--- config.mk ---
export PLATFORM = sky130hd
export DESIGN_NAME = srl_fifo_ctrl_flat
export DESIGN_NICKNAME = d
export VERILOG_FILES = /design/src/rtl/srl_fifo_ctrl_if.sv /design/src/rtl/srl_fifo_ctrl.sv /design/src/flat_wrapper.sv
export SDC_FILE = /design/constraint.sdc
export NUM_CORES = 1
export LEC_CHECK = 0
export ABC_AREA = 1
export CORE_ASPECT_RATIO = 0.7
export CORE_MARGIN = 10
export CORE_UTILIZATION = 40
export DETAILED_ROUTE_END_ITERATION = 12
export GPL_TIMING_DRIVEN = 0
export SETUP_SLACK_MARGIN = 0.1
export SLEW_MARGIN = 0
export SYNTH_ARGS = -nofsm -noshare
export SYNTH_HDL_FRONTEND = slang
export SYNTH_SLANG_ARGS = --single-unit
export TNS_END_PERCENT = 5
--- constraint.sdc ---
create_clock -name CLK -period 36 [get_ports CLK]
set_clock_uncertainty 0.15 [all_clocks]
set_input_delay 7.2 -clock CLK [delete_from_list [all_inputs] [get_ports CLK]]
set_output_delay 7.2 -clock CLK [all_outputs]
set_load 0.02 [all_outputs]
--- src/rtl/srl_fifo_ctrl_if.sv ---
`default_nettype none
// ============================================================================
//  Module      : srl_fifo_ctrl_if
//  Description : Write port, valid/ready read port and status for srl_fifo_ctrl.
//  Revision    : 1.0 - initial release
// ============================================================================
interface srl_fifo_ctrl_if #(
  parameter int WIDTH = 8
);
  logic             WR_EN;
  logic [WIDTH-1:0] WR_DATA;
  logic             FULL;
  logic             ALMOST_FULL;
  logic             OVERFLOW;
  logic             RD_VALID;
  logic             RD_READY;
  logic [WIDTH-1:0] RD_DATA;
  logic [5:0]       LEVEL;

  // master: producer/consumer side; slave: the FIFO controller
  modport master (
    output WR_EN, WR_DATA, RD_READY,
    input  FULL, ALMOST_FULL, OVERFLOW, RD_VALID, RD_DATA, LEVEL
  );

  modport slave (
    input  WR_EN, WR_DATA, RD_READY,
    output FULL, ALMOST_FULL, OVERFLOW, RD_VALID, RD_DATA, LEVEL
  );
endinterface
`default_nettype wire

--- src/rtl/srl_fifo_ctrl.sv ---
`default_nettype none
// ============================================================================
//  Module      : srl_fifo_ctrl
//  Description : 33-entry FIFO: 32-deep per-bit shift registers plus one
//                registered output stage with a valid/ready read port.
//  Revision    : 1.0 - initial release
// ============================================================================
module srl_fifo_ctrl #(
  parameter int WIDTH     = 8,
  parameter int AF_THRESH = 28
) (
  input  wire logic         CLK,
  input  wire logic         RST,
  srl_fifo_ctrl_if.slave    bus
);

  localparam logic [5:0] c_SRL_DEPTH = 6'd32;
  localparam logic [5:0] c_AF_LEVEL  = 6'(AF_THRESH);

  typedef enum logic [0:0] {
    ST_EMPTY = 1'b0,
    ST_VALID = 1'b1
  } state_t;

  state_t           r_state;
  logic [5:0]       r_srl_cnt;
  logic [WIDTH-1:0] r_out_q;
  logic             r_ovf;

  logic [4:0]       w_tap;
  logic             w_full;
  logic             w_wr_acc;
  logic             w_has_data;
  logic             w_pop;
  logic             w_out_vld;
  logic [WIDTH-1:0] w_srl_q;

  // The tap trails the count by one so it always addresses the oldest word.
  assign w_tap      = r_srl_cnt[4:0] - 5'd1;
  assign w_full     = (r_srl_cnt == c_SRL_DEPTH);
  assign w_wr_acc   = bus.WR_EN & ~w_full;
  assign w_has_data = (r_srl_cnt != 6'd0);
  assign w_out_vld  = (r_state == ST_VALID);
  assign w_pop      = w_has_data & (~w_out_vld | bus.RD_READY);

  // One addressable shift register per data bit, mapping onto an SRLC32E.
  generate
    for (genvar gi = 0; gi < WIDTH; gi++) begin : g_bit
      logic [31:0] r_sr;

      always_ff @(posedge CLK) begin
        if (w_wr_acc) begin
          r_sr <= {r_sr[30:0], bus.WR_DATA[gi]};
        end
      end

      assign w_srl_q[gi] = r_sr[w_tap];
    end
  endgenerate

  always_ff @(posedge CLK) begin
    if (RST) begin
      r_state   <= ST_EMPTY;
      r_srl_cnt <= 6'd0;
      r_ovf     <= 1'b0;
    end else begin
      if (bus.WR_EN & w_full) begin
        r_ovf <= 1'b1;
      end

      if (w_wr_acc & ~w_pop) begin
        r_srl_cnt <= r_srl_cnt + 6'd1;
      end else if (w_pop & ~w_wr_acc) begin
        r_srl_cnt <= r_srl_cnt - 6'd1;
      end

      // Q is read at the pre-shift tap, so a same-edge write cannot disturb the pop.
      case (r_state)
        ST_EMPTY: begin
          if (w_pop) begin
            r_out_q <= w_srl_q;
            r_state <= ST_VALID;
          end
        end
        ST_VALID: begin
          if (bus.RD_READY) begin
            if (w_pop) begin
              r_out_q <= w_srl_q;
            end else begin
              r_state <= ST_EMPTY;
            end
          end
        end
        default: r_state <= ST_EMPTY;
      endcase
    end
  end

  assign bus.FULL        = w_full;
  assign bus.ALMOST_FULL = (r_srl_cnt >= c_AF_LEVEL);
  assign bus.OVERFLOW    = r_ovf;
  assign bus.RD_VALID    = w_out_vld;
  assign bus.RD_DATA     = r_out_q;
  assign bus.LEVEL       = r_srl_cnt + {5'd0, w_out_vld};

endmodule
`default_nettype wire

--- src/flat_wrapper.sv ---
// flat-port wrapper written by rule: the top's interface ports become plain ports
module srl_fifo_ctrl_flat 
#(
  parameter int WIDTH     = 8,
  parameter int AF_THRESH = 28
)
  (CLK, RST, bus_WR_EN, bus_WR_DATA, bus_RD_READY, bus_FULL, bus_ALMOST_FULL, bus_OVERFLOW, bus_RD_VALID, bus_RD_DATA, bus_LEVEL);
  srl_fifo_ctrl_if #(.WIDTH(WIDTH)) bus_i ();
  input  wire logic CLK;
  input  wire logic RST;
  input wire logic [$bits(bus_i.WR_EN)-1:0] bus_WR_EN;
  input wire logic [$bits(bus_i.WR_DATA)-1:0] bus_WR_DATA;
  input wire logic [$bits(bus_i.RD_READY)-1:0] bus_RD_READY;
  output wire logic [$bits(bus_i.FULL)-1:0] bus_FULL;
  output wire logic [$bits(bus_i.ALMOST_FULL)-1:0] bus_ALMOST_FULL;
  output wire logic [$bits(bus_i.OVERFLOW)-1:0] bus_OVERFLOW;
  output wire logic [$bits(bus_i.RD_VALID)-1:0] bus_RD_VALID;
  output wire logic [$bits(bus_i.RD_DATA)-1:0] bus_RD_DATA;
  output wire logic [$bits(bus_i.LEVEL)-1:0] bus_LEVEL;
  assign bus_i.WR_EN = bus_WR_EN;
  assign bus_i.WR_DATA = bus_WR_DATA;
  assign bus_i.RD_READY = bus_RD_READY;
  assign bus_FULL = bus_i.FULL;
  assign bus_ALMOST_FULL = bus_i.ALMOST_FULL;
  assign bus_OVERFLOW = bus_i.OVERFLOW;
  assign bus_RD_VALID = bus_i.RD_VALID;
  assign bus_RD_DATA = bus_i.RD_DATA;
  assign bus_LEVEL = bus_i.LEVEL;
  srl_fifo_ctrl #(.WIDTH(WIDTH), .AF_THRESH(AF_THRESH)) u_core (.CLK(CLK), .RST(RST), .bus(bus_i));
endmodule
# [Word-level counts from Yosys, hierarchy flattened]
# Index checks and enable logic that the tools add are counted.
# Widths: inputs -> output; s select.
[word_totals] reg_bits=272 input_bits=12 out_inout_bits=18
[classes] addsub=4 order_cmp=2 eq_ne=2 mux=24 bitwise=11 n_reduce_logical=3
[op_table] cell="$bmux 1 s5" count=8
[op_table] cell="$mux 8" count=2
[op_table] cell="$pmux 8 s2" count=1
[op_table] cell="$mux 6" count=2
[op_table] cell="$mux 1" count=10
[op_table] cell="$add 6x1->6" count=1
[op_table] cell="$add 6x1->6 const B" count=1
[op_table] cell="$eq 6x6->1 const B" count=1
[op_table] cell="$ge 6x5->1 const B" count=1
[op_table] cell="$lt 5x6->1 const B" count=1
[op_table] cell="$reduce_bool 6->1" count=1
[op_table] cell="$sub 6x1->6 const B" count=1
[op_table] cell="$and 1x1->1" count=5
[op_table] cell="$not 1->1" count=5
[op_table] cell="$sub 5x1->5 const B" count=1
[op_table] cell="$ne 2x2->1 const B" count=1
[op_table] cell="$pmux 1 s2" count=1
[op_table] cell="$reduce_and 2->1" count=1
[op_table] cell="$reduce_bool 2->1" count=1
[op_table] cell="$or 1x1->1" count=1

# [Depth between registers and ports, before layout]
# Gate-level depths: netlist of run 1.
[logic_depth] ltp_word=7 depth_mapped=18 depth_no_buf=16

# [Worst setup path before layout of run 1]
# OpenSTA, ideal clock, no wires.
[synth_path] path_kind="input -> register" startpoint="input bus_WR_EN" endpoint="register u_core.r_srl_cnt[5]" setup_time_ns=0.117 arrival_time_ns=20.119 t_required_ns=35.733 slack_ns=15.614 stages=11 n_path_buf=0 path_cell_list="inv_1 > nor2_1 > ha_1 > inv_1 > ha_1 > a21oi_1 > nand2_1 > nand3_1 > a21oi_1 > nor2_1 > nor2_1"
[synth_via] elab_chain_cells=4 word_cells_on_any_way=6 cone_classes="mux: 1; bitwise: 4; reduce/logical: 1"
[synth_rtl] item="start, declared" line="flat_wrapper.sv:11" text="input wire logic [$bits(bus_i.WR_EN)-1:0] bus_WR_EN;"
[synth_rtl] item="$and 1x1->1 (*)" line="srl_fifo_ctrl.sv:41" text="assign w_wr_acc = bus.WR_EN & ~w_full;"
[synth_rtl] item="named net u_core.w_wr_acc" line="srl_fifo_ctrl.sv:32" text="logic w_wr_acc;"
[synth_rtl] item="$not 1->1" line="srl_fifo_ctrl.sv:73" text="end else if (w_pop & ~w_wr_acc) begin"
[synth_rtl] item="$and 1x1->1" line="srl_fifo_ctrl.sv:73"
[synth_rtl] item="$reduce_bool 2->1 (no line)"
[synth_rtl] item="end signal, assigned" line="srl_fifo_ctrl.sv:72" text="r_srl_cnt <= r_srl_cnt + 6'd1;"
[synth_rtl] item="end signal, assigned" line="srl_fifo_ctrl.sv:74" text="r_srl_cnt <= r_srl_cnt - 6'd1;"
[synth_rtl] item="end, declared" line="srl_fifo_ctrl.sv:26" text="logic [5:0] r_srl_cnt;"
# Mark *: on every way through the listed nets, which the timed path passes. The rest lies on a longest branch.
# A chain may end at the register's enable or synchronous reset.

# [Final worst setup path of run 1]
[layout_path] startpoint="register u_core.r_srl_cnt[0]" endpoint="output bus_FULL"
[layout_via] elab_chain_cells=1
[layout_rtl] item="$eq 6x6->1" line="srl_fifo_ctrl.sv:40" text="assign w_full = (r_srl_cnt == c_SRL_DEPTH);"
[layout_rtl] item="end, declared" line="flat_wrapper.sv:14" text="output wire logic [$bits(bus_i.FULL)-1:0] bus_FULL;"
# No other way between the ends.

==> summary.txt, run 1 <==
========================================================================================
Clock buffers created by TritonCTS                                                    26
Iteration count of the initial detailed-routing pass                                   5
Count of instances resized after the clock tree is built                               0
Clock tree from TritonCTS                                                          built
Final setup slack of the worst path                                             25.50 ns
Top post-synthesis cells by area                                            edfxtp_1 67%, nand2_1 13%, nand3_1 7.7%
Num ports                                                                             30
Most used flip-flop cell after synthesis                                        edfxtp_1
Avg Synthesized Cell Area                                                     10.35 um^2
Startpoint class of the critical path                                          flip-flop
Slew at the pin with the worst max-slew slack                                  0.8705 ns
Share of layout cells above drive strength 1                                      7.404%
Sequential fraction of the synthesis area                                         68.34%
Total overflow reported by the global router                                           0
Power density of the placed cells                                           92.32 nW/um^2
Total detailed-routing wirelength                                               28180 um
Site Rows                                                                             52
Number of buffers inserted by post-CTS setup repair                                    0
Root buffer selected by CTS                                                    clkbuf_16
Aggregate global-route resource usage                                             15.26%
Global-route wire length before repair                                          43280 um
Via count of the first global-routing pass                                          7454
Netlist area before placement                                                 11840 um^2
CP required                                                                     28.65 ns
Deepest level of the CTS H-tree                                                        1
Max-slew headroom                                                                 41.75%
Fin nets                                                                            1231
Number of maximum-capacitance violations                                               0
R2r endpoint                                                                u_core.r_srl_cnt[5]$_SDFFE_PP0P_
FF/Latch Area                                                                  8088 um^2
Reported leakage power                                                          5.940 nW
Maximum resistive drop on vdd                                                 0.05712 mV
Hold buffers post-CTS                                                                  0
Iteration-0 DRC Markers                                                              970
Total core area                                                               29020 um^2
Number of port buffers                                                                29
Number of setup violations in the final report                                         0
ANT nets after route                                                                   0
Worst endpoint data arrival time                                                 3.15 ns
Status                                                                      complete, no violations
Top cells by count, synth                                                   409 x nand2_1, 264 x edfxtp_1, 182 x nand3_1
Number of instances in the synthesized netlist                                      1143
Max Root-Sink Buffers                                                                  3
Setup total negative slack                                                          0 ns
Diodes inserted                                                                        0
Total half-perimeter wirelength after legalization and detailed placement       19340 um
Share of synthesized registers carrying an async set or reset                         0%
Via density per instance                                                           4.869
Minimum clock period                                                            10.50 ns
Most used standard cell by instance count after synthesis                        nand2_1
Switch Pwr                                                                   0.0005159 W
Number of antenna violations at the first check in global routing                      1
Number of cells traversed by the worst register-to-register path                      16
Path class of the lowest-slack min-delay path                                 reg -> reg
Die X                                                                           225.6 um
Placement Cell Area                                                           12800 um^2
Number of synthesized flops with an enable pin                                       264
Area growth from synthesis to final layout                                        15.21%
Total of flip-flops plus latches after synthesis                                     272
Routed wirelength normalized by instance count                                  17.54 um
Post-route DRC                                                                         0
Final worst path period share                                                     29.17%
Initial Util                                                                      40.79%
Setup repair after global routing missed its margin                                   no
Syn Nets                                                                            1165
Multi-input gate area                                                          2839 um^2
Int Pwr                                                                      0.0007429 W
Cell type contributing the most total cell area after synthesis                 edfxtp_1
Final RePlAce weighted congestion                                                 0.8401
Post-route cell area                                                          13640 um^2
Pin count of the biggest net entering global routing                                  34
Maximum fanout along the worst path                                                   11
Critical path class                                                           reg -> out
Clock-pin slew on the worst setup and hold paths                                 0.06 ns
Top cell type's share of synthesized area                                         66.98%
Launching point of the worst reg2reg path                                   u_core.r_srl_cnt[0]$_SDFFE_PP0P_
Proportion of power drawn by flip-flops and latches                                36.5%
Clock latency on the worst-skew pair                                             0.54 ns
Final number of max-transition violations                                              0
Max Fclk                                                                       95.23 MHz
Pre-CTS setup slack                                                             26.09 ns
Worst setup path startpoint                                                 u_core.r_srl_cnt[0]$_SDFFE_PP0P_
Portion of total power attributed to the clock network                             21.7%
Die ar.                                                                       36980 um^2
Fill cell instance count of the final layout                                        2659
Type of destination of the critical path                                      output pin
Total number of yosys warnings                                                         0
End point of the critical path                                                  bus_FULL
Cell variety after synth                                                              24
Count of final hold-check violations                                                   0
Logic pwr share                                                                    41.7%
Die outline height                                                              163.9 um
Worst setup slack for register-to-register paths                                32.22 ns
Clock sink count                                                                     272
Via count of the routed design                                                      7825
Sw Ratio                                                                          40.98%
========================================================================================
-- stage by stage --
step | hold WS [ns] | util (%) | total power, W | cells
finish | 0.2920 | 46.99 | 0.001259 | 1607
CTS | 0.2970 | 46.99 | 0.001260 | 1607
detailed placement | 0.2818 | 44.11 | 0.0009853 | 1559
floorplan | 0.2764 | - | 0.0007971 | 1143
global route | 0.3030 | 46.99 | 0.001339 | 1607
global placement | 0.2780 | 43.42 | 0.0009951 | 1550
-- worst min-delay path by stage --
| stage | start | to | slack, ns | cells after the start |
|---|---|---|---|---|
| after global routing | u_core.g_bit[3].r_sr[27]$_DFFE_PP_ | u_core.g_bit[3].r_sr[28]$_DFFE_PP_ | 0.30 | 0 |
| after detailed placement | u_core.g_bit[3].r_sr[0]$_DFFE_PP_ | u_core.g_bit[3].r_sr[1]$_DFFE_PP_ | 0.28 | 0 |
| after CTS | u_core.g_bit[3].r_sr[0]$_DFFE_PP_ | u_core.g_bit[3].r_sr[1]$_DFFE_PP_ | 0.30 | 0 |
| after floorplan | u_core.g_bit[0].r_sr[9]$_DFFE_PP_ | u_core.g_bit[0].r_sr[10]$_DFFE_PP_ | 0.28 | 0 |
| final | u_core.g_bit[2].r_sr[4]$_DFFE_PP_ | u_core.g_bit[2].r_sr[5]$_DFFE_PP_ | 0.29 | 0 |
| after global placement | u_core.g_bit[2].r_sr[26]$_DFFE_PP_ | u_core.g_bit[2].r_sr[27]$_DFFE_PP_ | 0.28 | 0 |
-- per-layer routing --
layer  track usage (%)  vias to the layer above  routed length (um)
li1                  -                     3850                   -
met1             22.46                     3675               13360
met2             21.81                      259               11570
met3             4.116                       41                2582
met4             3.673                        0                 669
met5                 0                        -                   0
-- cell type report --
class                   count  area share [%]
multi-input cells         639           20.82
flip-flops and latches    272           59.31
clock buffers              40           5.460
well taps                 378           3.469
repair buffers             38           3.560
clock inverters             8          0.6607
plain buffers              51           1.734
inverters                 181           4.983
-- flip-flops by register name (all words and copies together), names as in the netlist --
register,count
u_core.g_bit.r_sr,256
u_core.bus.RD_DATA,8
u_core.r_srl_cnt,6
u_core.bus.OVERFLOW,1
u_core.bus.RD_VALID,1
-- kinds of logic (layout without fill, tap and decap cells) --
kind of cell	Yosys count	in the layout	synth area share (%)
DFF	272	272	68.34
adders and majority gates	10	10	1.121
AOI/OAI and AO/OA	18	18	0.8035
buffers and inverters	232	318	7.739
xor gates and xnor gates	9	9	0.8564
and+or+nand+nor	602	602	21.14
-- power by group through the flow --
stage / clock, W / combinational [W] / sequential [W]
finish: 0.000273 / 0.000526 / 0.000460
global route: 0.000292 / 0.000581 / 0.000467
CTS: 0.000279 / 0.000522 / 0.000460
detailed placement: 0 / 0.000519 / 0.000466
global placement: 0 / 0.000508 / 0.000488
floorplan: 0 / 0.000320 / 0.000477
-- critical path, stage by stage (launching register included) --
cell and delay, ns:
dfxtp_1 0.39, inv_2 0.17, buf_2 0.22, buf_2 0.35
ha_1 0.21, nand2_1 0.08, nor3_1 0.44, clkdlybuf4s50_1 0.72
-- layout by cell type, fill, tap and decap left out, types with 7 or more instances in the layout --
cell type | synthesis | routed
clkbuf_1 | 10 | 21
ha_1 | 9 | 9
nand3_1 | 182 | 182
buf_1 | 7 | 7
a21oi_1 | 10 | 10
clkdlybuf4s50_1 | 0 | 29
clkbuf_16 | 0 | 27
buf_2 | 33 | 33
inv_1 | 177 | 177
dfxtp_1 | 8 | 8
buf_12 | 0 | 7
nand2_1 | 409 | 409
edfxtp_1 | 264 | 264
Note: power is estimated with default switching activity, not from simulation.
==> inputs of run 2 (changes only) <==
Clock period 36 ns to 9.5 ns, I/O delays scaled along.
==> summary.txt, run 2 (synthesis gave the netlist of run 1 again) <==
========================================================================================
Status                                                                      complete, no violations
Aggregate global-route resource usage                                             15.13%   -0.14 points
Worst endpoint data arrival time                                                 3.18 ns   +0.03 ns
Total overflow reported by the global router                                           0   unchanged
Area growth from synthesis to final layout                                        14.24%
Path class of the lowest-slack min-delay path                                 reg -> reg
Worst setup slack for register-to-register paths                                 5.64 ns   -26.58 ns
Die ar.                                                                       36980 um^2   unchanged
Fin nets                                                                            1230   -0.081%
Iteration count of the initial detailed-routing pass                                   5   unchanged
Placement Cell Area                                                           12770 um^2   -0.21%
Post-route cell area                                                          13520 um^2   -0.84%
Root buffer selected by CTS                                                    clkbuf_16
Num ports                                                                             30   unchanged
Clock latency on the worst-skew pair                                             0.54 ns   about the same
Maximum resistive drop on vdd                                                  0.1867 mV   +230%
Clock buffers created by TritonCTS                                                    26   unchanged
Flip-flop count of the largest register after layout                                 256   unchanged
Routed wirelength normalized by instance count                                  17.45 um   -0.49%
Top register by number of flip-flops                                        u_core.g_bit.r_sr
Number of setup violations in the final report                                         0   unchanged
Maximum fanout along the worst path                                                   11   unchanged
DR WL met2                                                                      11390 um   -1.5%
Share of layout cells above drive strength 1                                      6.776%   -0.63 points
Overall power consumption                                                     0.004683 W   +270%
Count of instances resized after the clock tree is built                               0   unchanged
Total half-perimeter wirelength after legalization and detailed placement       18990 um   -1.8%
Minimum clock period                                                            5.225 ns
Multi-input gate area                                                          2839 um^2   unchanged
Post-route DRC                                                                         0   unchanged
ANT nets after route                                                                   0   unchanged
Pin count of the biggest net entering global routing                                  36   +5.9%
Iteration-0 DRC Markers                                                              782   -19%
Clock tree from TritonCTS                                                          built
Global-route wire length before repair                                          42950 um   -0.78%
Startpoint class of the critical path                                          flip-flop
Die outline height                                                              163.9 um   unchanged
Top library cells by usage in the layout, fill and taps aside               409 x nand2_1, 264 x edfxtp_1, 182 x nand3_1, 177 x inv_1, 33 x buf_2
Clock sink count                                                                     272   unchanged
Max-slew headroom                                                                 41.27%   -0.48 points
Deepest level of the CTS H-tree                                                        1   unchanged
Most common cell after layout, fill and taps aside                               nand2_1
Number of maximum-capacitance violations                                               0   unchanged
Final worst path period share                                                     55.00%
Slew at the pin with the worst max-slew slack                                  0.8777 ns   +0.007224 ns
Final RePlAce weighted congestion                                                 0.8395   about the same
Final number of max-transition violations                                              0   unchanged
Clock-pin slew on the worst setup and hold paths                                 0.06 ns   about the same
Max Root-Sink Buffers                                                                  3   unchanged
Pre-CTS setup slack                                                             4.785 ns   -21.31 ns
Final setup slack of the worst path                                             4.275 ns   -21.22 ns
Number of port buffers                                                                29   unchanged
Power density of the placed cells                                           346.4 nW/um^2   +280%
Initial Util                                                                      40.79%   unchanged
Die X                                                                           225.6 um   unchanged
Fill cell instance count of the final layout                                        2652   -0.26%
Reported leakage power                                                          5.879 nW   -1.0%
Via count of the routed design                                                      7792   -0.42%
Total detailed-routing wirelength                                               27970 um   -0.74%
Max Fclk                                                                       191.4 MHz
Number of antenna violations at the first check in global routing                      0   -1
Number of buffers inserted by post-CTS setup repair                                    0   unchanged
Critical path class                                                           reg -> out
Via count of the first global-routing pass                                          7353   -1.4%
Via density per instance                                                           4.861   -0.17%
Met3 wire len                                                                    2380 um   -7.8%
FF/Latch Area                                                                  8088 um^2   unchanged
Site Rows                                                                             52   unchanged
Type of destination of the critical path                                      output pin
Count of final hold-check violations                                                   0   unchanged
Hold buffers post-CTS                                                                  0   unchanged
Setup repair after global routing missed its margin                                   no
Highest routed metal layer                                                          met4
CP required                                                                      7.45 ns   -21.20 ns
Total core area                                                               29020 um^2   unchanged
Diodes inserted                                                                        0   unchanged
Met1 wire length                                                                13680 um   +2.4%
========================================================================================
run 2: cell count changes in the layout (fill, tap and decap cells not counted), sizes merged:
cell,previous run,this run
bufinv,2,0
clkbuf,50,49
buf,50,49
run 2: layout make-up:
type | count | share of cell area (%)
Buffer | 51 | 1.749
Clock buffer | 39 | 5.330
Clock inverter | 6 | 0.1943
Inverter | 181 | 5.025
Multi-Input combinational cell | 639 | 21.00
Sequential cell | 272 | 59.82
Tap cell | 378 | 3.498
Timing Repair Buffer | 37 | 3.387
run 2: stage by stage:
step	std cells	setup TNS, ns	hold slack [ns]	util, %
global route	1603	0	0.2989	46.59
floorplan	1143	0	0.2764	-
finish	1603	0	0.2923	46.59
CTS	1603	0	0.2946	46.59
global placement	1550	-1.006	0.2774	43.44
detailed placement	1558	0	0.2817	44.02
run 2: routing by layer:
layer	global-route usage, %	vias to the layer above
met5	0	-
met4	3.183	0
met3	3.528	44
met2	21.56	244
met1	22.79	3660
li1	-	3844
run 2: critical path: stages, from the launching register on:
cell	delay [ns]
dfxtp_1	0.39
inv_2	0.17
buf_2	0.23
buf_2	0.33
ha_1	0.22
nand2_1	0.09
nor3_1	0.47
clkdlybuf4s50_1	0.72
run 2: worst paths after layout:
path / startpoint / endpoint / depth (start not counted)
worst max register to register: u_core.r_srl_cnt[0]$_SDFFE_PP0P_ / u_core.r_srl_cnt[5]$_SDFFE_PP0P_ / 16
worst min register to register: u_core.g_bit[1].r_sr[4]$_DFFE_PP_ / u_core.g_bit[1].r_sr[5]$_DFFE_PP_ / 0
worst min-delay path: u_core.g_bit[1].r_sr[4]$_DFFE_PP_ / u_core.g_bit[1].r_sr[5]$_DFFE_PP_ / 0
worst max-delay path: u_core.r_srl_cnt[0]$_SDFFE_PP0P_ / bus_FULL / 7
run 2: report_power, final:
part           switching [W]  internal (W)
logic                0.00140      0.000592
registers           0.000116       0.00163
clock network       0.000430      0.000520
total                0.00194       0.00274
==> inputs of run 3 (changes only) <==
Clock period 9.5 ns to 4.57 ns, I/O delays scaled along.
==> summary.txt, run 3 (synthesis gave the netlist of run 1 again) <==
========================================================================================
Status                                                                      complete, no violations
Number of maximum-capacitance violations                                               0   unchanged
Final number of max-transition violations                                              0   unchanged
Cell chain of the critical path                                             inv_4 -> buf_6 -> buf_6 -> ha_4 -> nand2_4 -> nor3_4 -> clkdlybuf4s50_1
Site Rows                                                                             52   unchanged
Util after Layout                                                                 47.20%   +0.61 points
Worst hold slack across all endpoints                                          0.2955 ns   +0.003164 ns
Setup repair after global routing missed its margin                                   no
Die ar.                                                                       36980 um^2   unchanged
Final RePlAce weighted congestion                                                 0.8535   +1.7%
Number of buffers inserted by post-CTS setup repair                                    0   unchanged
Total overflow reported by the global router                                           0   unchanged
Min-Delay Endpoint                                                          u_core.g_bit[3].r_sr[5]$_DFFE_PP_
Worst endpoint data arrival time                                                 2.49 ns   -0.69 ns
Maximum fanout along the worst path                                                   11   unchanged
Number of cells traversed by the worst register-to-register path                      17   +1
Power density of the placed cells                                           727.6 nW/um^2   +110%
Die outline height                                                              163.9 um   unchanged
Final worst path period share                                                     77.73%
Num ports                                                                             30   unchanged
Hold Crit Depth                                                                        0   unchanged
Count of instances resized after the clock tree is built                               0   unchanged
Post-route DRC                                                                         0   unchanged
Number of port buffers                                                                29   unchanged
Clock-pin slew on the worst setup and hold paths                                 0.06 ns   about the same
Flip-flop count of the largest register after layout                                 256   unchanged
Count of final hold-check violations                                                   0   unchanged
Root buffer selected by CTS                                                    clkbuf_16
Worst hold start                                                            u_core.g_bit[3].r_sr[4]$_DFFE_PP_
R2r endpoint                                                                u_core.r_srl_cnt[5]$_SDFFE_PP0P_
Routed wirelength normalized by instance count                                  17.56 um   +0.64%
Clock latency on the worst-skew pair                                             0.55 ns   about the same
Via count of the first global-routing pass                                          7678   +4.4%
Iteration-0 DRC Markers                                                              974   +25%
Top library cells by usage in the layout, fill and taps aside               408 x nand2_1, 264 x edfxtp_1, 181 x nand3_1, 176 x inv_1, 31 x buf_2
Number of setup violations in the final report                                         0   unchanged
Total core area                                                               29020 um^2   unchanged
Max Fclk                                                                       281.5 MHz
Top register by number of flip-flops                                        u_core.g_bit.r_sr
Critical path class                                                           reg -> out
Pre-CTS setup slack                                                             1.067 ns   -3.718 ns
Aggregate global-route resource usage                                             15.49%   +0.36 points
Share of layout cells above drive strength 1                                      8.082%   +1.3 points
Via density per instance                                                           4.884   +0.47%
Startpoint class of the critical path                                          flip-flop
Via count of the routed design                                                      7829   +0.47%
Slowest-stage cell, CP                                                      clkdlybuf4s50_1
Type of destination of the critical path                                      output pin
Total half-perimeter wirelength after legalization and detailed placement       19090 um   +0.53%
Area growth from synthesis to final layout                                        15.73%
Maximum resistive drop on vdd                                                  0.3176 mV   +70%
Most common cell after layout, fill and taps aside                               nand2_1
Pin count of the biggest net entering global routing                                  36   unchanged
Hold buffers post-CTS                                                                  0   unchanged
Minimum clock period                                                            3.552 ns
Post-route cell area                                                          13700 um^2   +1.3%
Iteration count of the initial detailed-routing pass                                   5   unchanged
Clock tree from TritonCTS                                                          built
Slowest stage delay, CP                                                          0.65 ns   -0.07 ns
Total detailed-routing wirelength                                               28150 um   +0.64%
Max Root-Sink Buffers                                                                  3   unchanged
Placement Cell Area                                                           12900 um^2   +0.98%
Initial Util                                                                      40.79%   unchanged
Diodes inserted                                                                        0   unchanged
Worst setup slack for register-to-register paths                                 1.45 ns   -4.19 ns
ANT nets after route                                                                   0   unchanged
Fin nets                                                                            1231   +0.081%
Most frequent CP cell                                                              buf_6
Slew at the pin with the worst max-slew slack                                  0.9406 ns   +0.06290 ns
Die X                                                                           225.6 um   unchanged
Launching point of the worst reg2reg path                                   u_core.r_srl_cnt[0]$_SDFFE_PP0P_
Clock sink count                                                                     272   unchanged
Path class of the lowest-slack min-delay path                                 reg -> reg
Setup total negative slack                                                          0 ns   unchanged
Clock buffers created by TritonCTS                                                    26   unchanged
Max-slew headroom                                                                 37.29%   -4.0 points
Number of antenna violations at the first check in global routing                      0   unchanged
Reported leakage power                                                          5.945 nW   +1.1%
Deepest level of the CTS H-tree                                                        1   unchanged
Global-route wire length before repair                                          44010 um   +2.5%
CP required                                                                      3.51 ns   -3.94 ns
Final setup slack of the worst path                                             1.018 ns   -3.257 ns
========================================================================================
-- run 3: how the worst max path moves through the flow --
stage / start / end / slack (ns) / cells past startpoint
2_1_floorplan: u_core.r_srl_cnt[0]$_SDFFE_PP0P_ / u_core.r_srl_cnt[4]$_SDFFE_PP0P_ / -1.97 / 15
3_3_place_gp: bus_WR_EN / u_core.r_srl_cnt[5]$_SDFFE_PP0P_ / -4.19 / 13
3_5_place_dp: bus_WR_EN / u_core.r_srl_cnt[5]$_SDFFE_PP0P_ / 1.07 / 13
4_1_cts: u_core.r_srl_cnt[0]$_SDFFE_PP0P_ / bus_FULL / 1.0 / 7
5_1_grt: u_core.r_srl_cnt[0]$_SDFFE_PP0P_ / bus_FULL / 0.92 / 7
6_report: u_core.r_srl_cnt[0]$_SDFFE_PP0P_ / bus_FULL / 1.02 / 7
-- run 3: layout make-up --
type                            instances  area [um^2]
Inverter                              181        681.9
Multi-Input combinational cell        639         2907
Sequential cell                       272         8092
Tap cell                              378        473.0
Fill cell                            2680        15320
Clock inverter                         12        103.9
Timing Repair Buffer                   38        493.0
Clock buffer                           32        694.4
Buffer                                 51        252.7
-- run 3: critical path, delay by kind of cell (launching register included) --
kind / cells / cell delay [ns]
flops: 1 / 0.38
fa+ha+maj: 1 / 0.16
buf+inv: 4 / 1.06
simple gates: 2 / 0.33
-- run 3: power by group --
| part | internal (W) | switching [W] | leakage [nW] |
|---|---|---|---|
| combinational | 0.00129 | 0.00293 | 2.91 |
| sequential | 0.00338 | 0.000253 | 2.64 |
| clock | 0.00118 | 0.000924 | 0.394 |
| total | 0.00586 | 0.00411 | 5.95 |
-- run 3: layer usage --
layer  GRT usage, %  part of all wire [%]
met2          22.71                    42
met5              0                     0
met1          22.22                    47
met3          4.526                   8.7
met4          3.367                   1.7
-- run 3: through the flow --
step | total power (W) | std cells
finish | 0.009966 | 1603
global route | 0.01059 | 1603
CTS | 0.009957 | 1603
detailed placement | 0.007832 | 1559
global placement | 0.007792 | 1550
floorplan | 0.006278 | 1143
